[src/rtl/sdr_fetch_cache_if.sv]
// CPU-side read port and SDRAM read channel of the direct-mapped fetch cache.
interface sdr_fetch_cache_if;
    logic        cpu_cs;
    logic [16:0] cpu_addr;
    logic [7:0]  cpu_dout;
    logic        cpu_ok;
    logic        flush;
    logic [24:0] sdr_addr;
    logic        sdr_req;
    logic        sdr_rdy;
    logic [15:0] sdr_dout;

    modport slave (
        input  cpu_cs, cpu_addr, flush, sdr_rdy, sdr_dout,
        output cpu_dout, cpu_ok, sdr_addr, sdr_req
    );

    modport master (
        output cpu_cs, cpu_addr, flush, sdr_rdy, sdr_dout,
        input  cpu_dout, cpu_ok, sdr_addr, sdr_req
    );
endinterface

[src/rtl/sdr_fetch_cache.sv]
// Direct-mapped read cache, one 16-bit SDRAM word per line, byte-wide CPU port.
module sdr_fetch_cache #(
    parameter int          INDEX_BITS = 6,
    parameter logic [24:0] ADDR_BASE  = 25'h0
) (
    input  logic             clk,
    input  logic             reset,
    sdr_fetch_cache_if.slave bus
);
    localparam int LINES = 1 << INDEX_BITS;
    localparam int TAG_W = 16 - INDEX_BITS;

    localparam logic [1:0] IDLE   = 2'd0;
    localparam logic [1:0] LOOKUP = 2'd1;
    localparam logic [1:0] FILL   = 2'd2;
    localparam logic [1:0] DONE   = 2'd3;

    logic [1:0]       state_q, state_d;
    logic [16:0]      addr_q, addr_d;
    logic [LINES-1:0] valid_q, valid_d;
    logic             flushed_q, flushed_d;
    logic             sdr_req_q, sdr_req_d;
    logic [24:0]      sdr_addr_q, sdr_addr_d;
    logic             cpu_ok_q, cpu_ok_d;
    logic [7:0]       cpu_dout_q, cpu_dout_d;
    logic             wr_en;

    logic [15:0]      data_q [LINES];
    logic [TAG_W-1:0] tag_q  [LINES];

    logic [INDEX_BITS-1:0] idx;
    logic [TAG_W-1:0]      tag;
    logic                  hit;
    logic [24:0]           fill_addr;

    assign idx       = addr_q[INDEX_BITS:1];
    assign tag       = addr_q[16:INDEX_BITS+1];
    assign hit       = valid_q[idx] && (tag_q[idx] == tag);
    assign fill_addr = ADDR_BASE + {8'd0, addr_q[16:1], 1'b0};

    function automatic logic [7:0] pick(input logic [15:0] w, input logic hi);
        return hi ? w[15:8] : w[7:0];
    endfunction

    always_comb begin
        state_d    = state_q;
        addr_d     = addr_q;
        valid_d    = valid_q;
        flushed_d  = flushed_q;
        sdr_req_d  = sdr_req_q;
        sdr_addr_d = sdr_addr_q;
        cpu_ok_d   = cpu_ok_q;
        cpu_dout_d = cpu_dout_q;
        wr_en      = 1'b0;
        case (state_q)
            IDLE: begin
                if (bus.flush) begin
                    valid_d = '0;
                end else if (bus.cpu_cs) begin
                    addr_d  = bus.cpu_addr;
                    state_d = LOOKUP;
                end
            end
            LOOKUP: begin
                if (bus.flush) begin
                    valid_d = '0;
                    state_d = IDLE;
                end else if (hit) begin
                    cpu_ok_d   = 1'b1;
                    cpu_dout_d = pick(data_q[idx], addr_q[0]);
                    state_d    = DONE;
                end else begin
                    sdr_addr_d = fill_addr & ~25'h1;
                    sdr_req_d  = 1'b1;
                    flushed_d  = 1'b0;
                    state_d    = FILL;
                end
            end
            FILL: begin
                // A flush seen at any point of the fill poisons the returned word.
                if (bus.flush) begin
                    valid_d   = '0;
                    flushed_d = 1'b1;
                end
                if (bus.sdr_rdy) begin
                    sdr_req_d = 1'b0;
                    if (bus.flush || flushed_q) begin
                        state_d = IDLE;
                    end else begin
                        wr_en        = 1'b1;
                        valid_d[idx] = 1'b1;
                        cpu_ok_d     = 1'b1;
                        cpu_dout_d   = pick(bus.sdr_dout, addr_q[0]);
                        state_d      = DONE;
                    end
                end
            end
            DONE: begin
                if (bus.flush) begin
                    valid_d  = '0;
                    cpu_ok_d = 1'b0;
                    state_d  = IDLE;
                end else if (!bus.cpu_cs || (bus.cpu_addr != addr_q)) begin
                    cpu_ok_d = 1'b0;
                    state_d  = IDLE;
                end
            end
            default: state_d = IDLE;
        endcase
    end

    always_ff @(posedge clk or posedge reset) begin
        if (reset) begin
            state_q    <= IDLE;
            addr_q     <= '0;
            valid_q    <= '0;
            flushed_q  <= 1'b0;
            sdr_req_q  <= 1'b0;
            sdr_addr_q <= '0;
            cpu_ok_q   <= 1'b0;
            cpu_dout_q <= '0;
        end else begin
            state_q    <= state_d;
            addr_q     <= addr_d;
            valid_q    <= valid_d;
            flushed_q  <= flushed_d;
            sdr_req_q  <= sdr_req_d;
            sdr_addr_q <= sdr_addr_d;
            cpu_ok_q   <= cpu_ok_d;
            cpu_dout_q <= cpu_dout_d;
        end
    end

    // Line payload carries no reset; the valid bits alone qualify it.
    always_ff @(posedge clk) begin
        if (wr_en) begin
            data_q[idx] <= bus.sdr_dout;
            tag_q[idx]  <= tag;
        end
    end

    assign bus.sdr_req  = sdr_req_q;
    assign bus.sdr_addr = sdr_addr_q;
    assign bus.cpu_ok   = cpu_ok_q;
    assign bus.cpu_dout = cpu_dout_q;
endmodule

[src/flat_wrapper.sv]
// flat-port wrapper written by rule: the top's interface ports become plain ports
module sdr_fetch_cache_flat 
#(
    parameter int          INDEX_BITS = 6,
    parameter logic [24:0] ADDR_BASE  = 25'h0
)
  (clk, reset, bus_cpu_cs, bus_cpu_addr, bus_flush, bus_sdr_rdy, bus_sdr_dout, bus_cpu_dout, bus_cpu_ok, bus_sdr_addr, bus_sdr_req);
  sdr_fetch_cache_if bus_i ();
  input  logic clk;
  input  logic reset;
  input wire logic [$bits(bus_i.cpu_cs)-1:0] bus_cpu_cs;
  input wire logic [$bits(bus_i.cpu_addr)-1:0] bus_cpu_addr;
  input wire logic [$bits(bus_i.flush)-1:0] bus_flush;
  input wire logic [$bits(bus_i.sdr_rdy)-1:0] bus_sdr_rdy;
  input wire logic [$bits(bus_i.sdr_dout)-1:0] bus_sdr_dout;
  output wire logic [$bits(bus_i.cpu_dout)-1:0] bus_cpu_dout;
  output wire logic [$bits(bus_i.cpu_ok)-1:0] bus_cpu_ok;
  output wire logic [$bits(bus_i.sdr_addr)-1:0] bus_sdr_addr;
  output wire logic [$bits(bus_i.sdr_req)-1:0] bus_sdr_req;
  assign bus_i.cpu_cs = bus_cpu_cs;
  assign bus_i.cpu_addr = bus_cpu_addr;
  assign bus_i.flush = bus_flush;
  assign bus_i.sdr_rdy = bus_sdr_rdy;
  assign bus_i.sdr_dout = bus_sdr_dout;
  assign bus_cpu_dout = bus_i.cpu_dout;
  assign bus_cpu_ok = bus_i.cpu_ok;
  assign bus_sdr_addr = bus_i.sdr_addr;
  assign bus_sdr_req = bus_i.sdr_req;
  sdr_fetch_cache #(.INDEX_BITS(INDEX_BITS), .ADDR_BASE(ADDR_BASE)) u_core (.clk(clk), .reset(reset), .bus(bus_i));
endmodule
[config.mk]
export PLATFORM = sky130hd
export DESIGN_NAME = sdr_fetch_cache_flat
export DESIGN_NICKNAME = d
export VERILOG_FILES = /design/src/rtl/sdr_fetch_cache_if.sv /design/src/rtl/sdr_fetch_cache.sv /design/src/flat_wrapper.sv
export SDC_FILE = /design/constraint.sdc
export NUM_CORES = 2
export LEC_CHECK = 0
export ABC_AREA = 0
export CAP_MARGIN = 30
export CORE_AREA = 2 2 482 484
export CTS_BUF_LIST = sky130_fd_sc_hd__clkbuf_8
export DETAILED_ROUTE_END_ITERATION = 7
export DIE_AREA = 0 0 484 486
export PLACE_DENSITY = 0.41
export SYNTH_ARGS = -nofsm -noshare
export SYNTH_HDL_FRONTEND = slang
export SYNTH_SLANG_ARGS = --single-unit
[constraint.sdc]
create_clock -name clk -period 4.7 [get_ports clk]
set_input_delay 1.41 -clock clk [delete_from_list [all_inputs] [get_ports clk]]
set_output_delay 1.41 -clock clk [all_outputs]
set_load 0.01 [all_outputs]
==> qor.yml <==
outcome:
  outcome: "completed"
die:
  io_pins: 73
  die_area_um2: 235000
  fp.dieW_um: 484
  start_util: 0.299
  rows: 176
  die-height_um: 486
  core_um2: 229000
placement:
  hpwlAfterDp_um: 163000
  dp.cells: 7213
  portBuffers: 63
  gp_congestion: 0.823
  placed_cell_area_um2: 76400
critical_path:
  critPathBufInv: 2
  cp.depth: 11
  slowest_delay_ns: 0.67
  critPathCaptureType: "flop"
  crit_chain: "buf_4 -> mux2_2 -> a222oi_1 -> o21ai_0 -> a2111o_1 -> nor4_1 -> nor4_1 -> and4b_1 -> a21oi_4 -> buf_12 -> mux2_2"
  path_delay_family: "compound AO/OA/AOI/OAI gates"
  critPathKind: "reg -> reg"
  cp_max_fo: 44
  crit_slowest_cell: "dfrtp_4"
  worstRegToRegCells: 11
  crit_arrival_ns: 5.46
  worstPathRequired_ns: 5.60
  cp-start-kind: "flop"
final_layout:
  utilization: 0.357
  nets: 4551
  most-common-layout-cells: "edfxtp_1 (1664), clkbuf_8 (339), buf_4 (269), a22oi_1 (226), inv_1 (197)"
  postLayoutCellArea_um2: 82000
  layout-drive-gt1-share: 0.220
  fin_cells: 7764
  area_delta_synth_final_pct: 19.3
  final_common_cell: "edfxtp_1"
timing:
  tightest_slew_ns: 0.975
  finalClockSkew_ns: 0.0850
  maxSlewViolCount: 0
  slew_headroom: 0.347
  fin_crit_sh: 0.971
  max_clock_freq_mhz: 219
  finalHoldViolations: 0
  rsz0062_at_grt: "no"
  finalSetupViolCount: 0
  timing.hold.ws_ns: 0.503
  min_period_ns: 4.57
global_routing:
  grtUsageTotal: 0.224
  grt_pass1_vias: 41323
  grt_pass1_wl_um: 364000
  grt_max_degree: 67
  grt_remaining_overflow: 0
  antenna_found_initial: 14
clock_tree:
  cts_sinks: 1774
  h-tree-depth: 5
  tritoncts: "yes"
  clk_path_buf_depth: 4
  clkSlewWorstSetupHoldPaths_ns: 0.06
  cts_root_buf: "clkbuf_8"
  postCtsHoldBufs: 0
  worstSkewPairLatency_ns: 1.08
  cts_buffers: 321
synth:
  avgSynthCellArea_um2: 17.0
  ys_dominant_reg_cell: "edfxtp_1"
  synth_area_um2: 68700
  yosys.cell_types.count: 78
  yosysSeqAreaShare: 0.768
  synth_area_leaders: "edfxtp_1 (73%), dfrtp_1 (4.0%), mux2i_1 (2.6%), a22oi_1 (2.5%), mux2_2 (1.8%)"
  ys_warn_count: 0
  ys_ff_latch: 1774
  yosys.area.top_type: "edfxtp_1"
  netlist.area_leader.share: 0.727
  synth_cells: 4030
  synth_edf_count: 1664
  async_flop_share: 0.0620
power:
  peakVddDrop_mv: 0.327
  powerDensity_nw_per_um2: 596
  p_leak_nw: 26.4
routing:
  wl_per_cell_um: 34.7
  firstDrtPassIters: 7
  vias: 41902
  ant_nets: 0
  avgViaCountPerCell: 5.40
  wirelength_um: 269000
  drt_iter0_drc: 4521
  drcViolationCount: 0
worst_hold_path:
  hold_class: "reg -> reg"
  holdPathStages: 1
run:
  maxCapViolCount: 0
==> metrics by stage <==
stage          power, mW  setup TNS [ns]  setup slack, ns
6_report            48.8               0            0.135
5_1_grt             50.5               0           0.0185
4_1_cts             49.2               0           0.0199
3_5_place_dp        36.1           -1.55           -0.217
3_3_place_gp        36.1           -1.50           -0.211
2_1_floorplan       26.9               0            0.388
==> synth_stat cells, types with 44 or more instances <==
cell type and number:
o21ai_0 96, mux4_2 44, mux2_2 108, o22ai_1 106, clkbuf_1 139, dfrtp_1 110
inv_1 72, a221oi_1 121, nor2_1 130, nand3b_1 70, buf_2 71, a31oi_1 69
nand2_1 114, a22o_1 76, a22oi_1 226, mux2i_1 176, a21oi_1 138, edfxtp_1 1664
==> where the power goes <==
| group | switching, mW | leakage [nW] | internal, mW | total, mW |
|---|---|---|---|---|
| combinational | 11.3 | 6.74 | 5.41 | 16.7 |
| sequential | 0.587 | 16.4 | 18.4 | 19.0 |
| clock | 6.42 | 3.28 | 6.70 | 13.1 |
| total | 18.3 | 26.4 | 30.5 | 48.8 |
==> routing by layer <==
| layer | track usage | up-vias | part of all wire |
|---|---|---|---|
| li1 | - | 17391 | - |
| met1 | 0.308 | 22440 | 0.44 |
| met2 | 0.362 | 1632 | 0.47 |
| met3 | 0.0359 | 433 | 0.056 |
| met4 | 0.0736 | 6 | 0.032 |
| met5 | 0 | - | 0.00017 |
==> repair_timing <==
action / CTS / global route
resized for setup: 1 / 0
gates cloned: 0 / 0
endpoints found under the setup margin: 8 / 8
setup buffers: 0 / 4
==> registers in the layout, indices dropped and copies added (netlist names) <==
register,count
u_core.data_q,1024
u_core.tag_q,640
u_core.valid_q,64
u_core.addr_q,17
u_core.bus.sdr_addr,16
u_core.bus.cpu_dout,8
u_core.state_q,2
u_core.bus.cpu_ok,1
u_core.bus.sdr_req,1
u_core.flushed_q,1
==> kinds of logic after synthesis <==
group	share of synthesized area
buf+inv	0.0235
other cells	0.0000546
compound gates	0.105
simple gates	0.0431
xor+xnor	0.00281
flops	0.768
mux	0.0582
==> cell type report <==
cell class	count	area, µm²
diodes	10	25.0
clock buffers	339	4670
clock inverters	199	847
fillers	21811	148000
inverters	75	289
multi-input cells	1905	15000
flip-flops and latches	1774	52700
well taps	3026	3790
repair buffers	436	4620
==> path summary, 6_finish.rpt <==
path / from / to / slack [ns]
setup / recovery: u_core.addr_q[1]$_DFFE_PP0P_ / u_core.bus.sdr_addr[2]$_DFFE_PP0P_ / 0.13
min in group asynchronous: reset / u_core.bus.sdr_addr[15]$_DFFE_PP0P_ / 0.81
hold / removal: u_core.bus.sdr_addr[13]$_DFFE_PP0P_ / u_core.bus.sdr_addr[13]$_DFFE_PP0P_ / 0.50
max in group asynchronous: reset / u_core.valid_q[22]$_DFF_PP0_ / 2.97
setup reg to reg: u_core.addr_q[1]$_DFFE_PP0P_ / u_core.bus.sdr_addr[2]$_DFFE_PP0P_ / 0.13
hold reg to reg: u_core.bus.sdr_addr[13]$_DFFE_PP0P_ / u_core.bus.sdr_addr[13]$_DFFE_PP0P_ / 0.50
(Power assumes the default switching activity.)
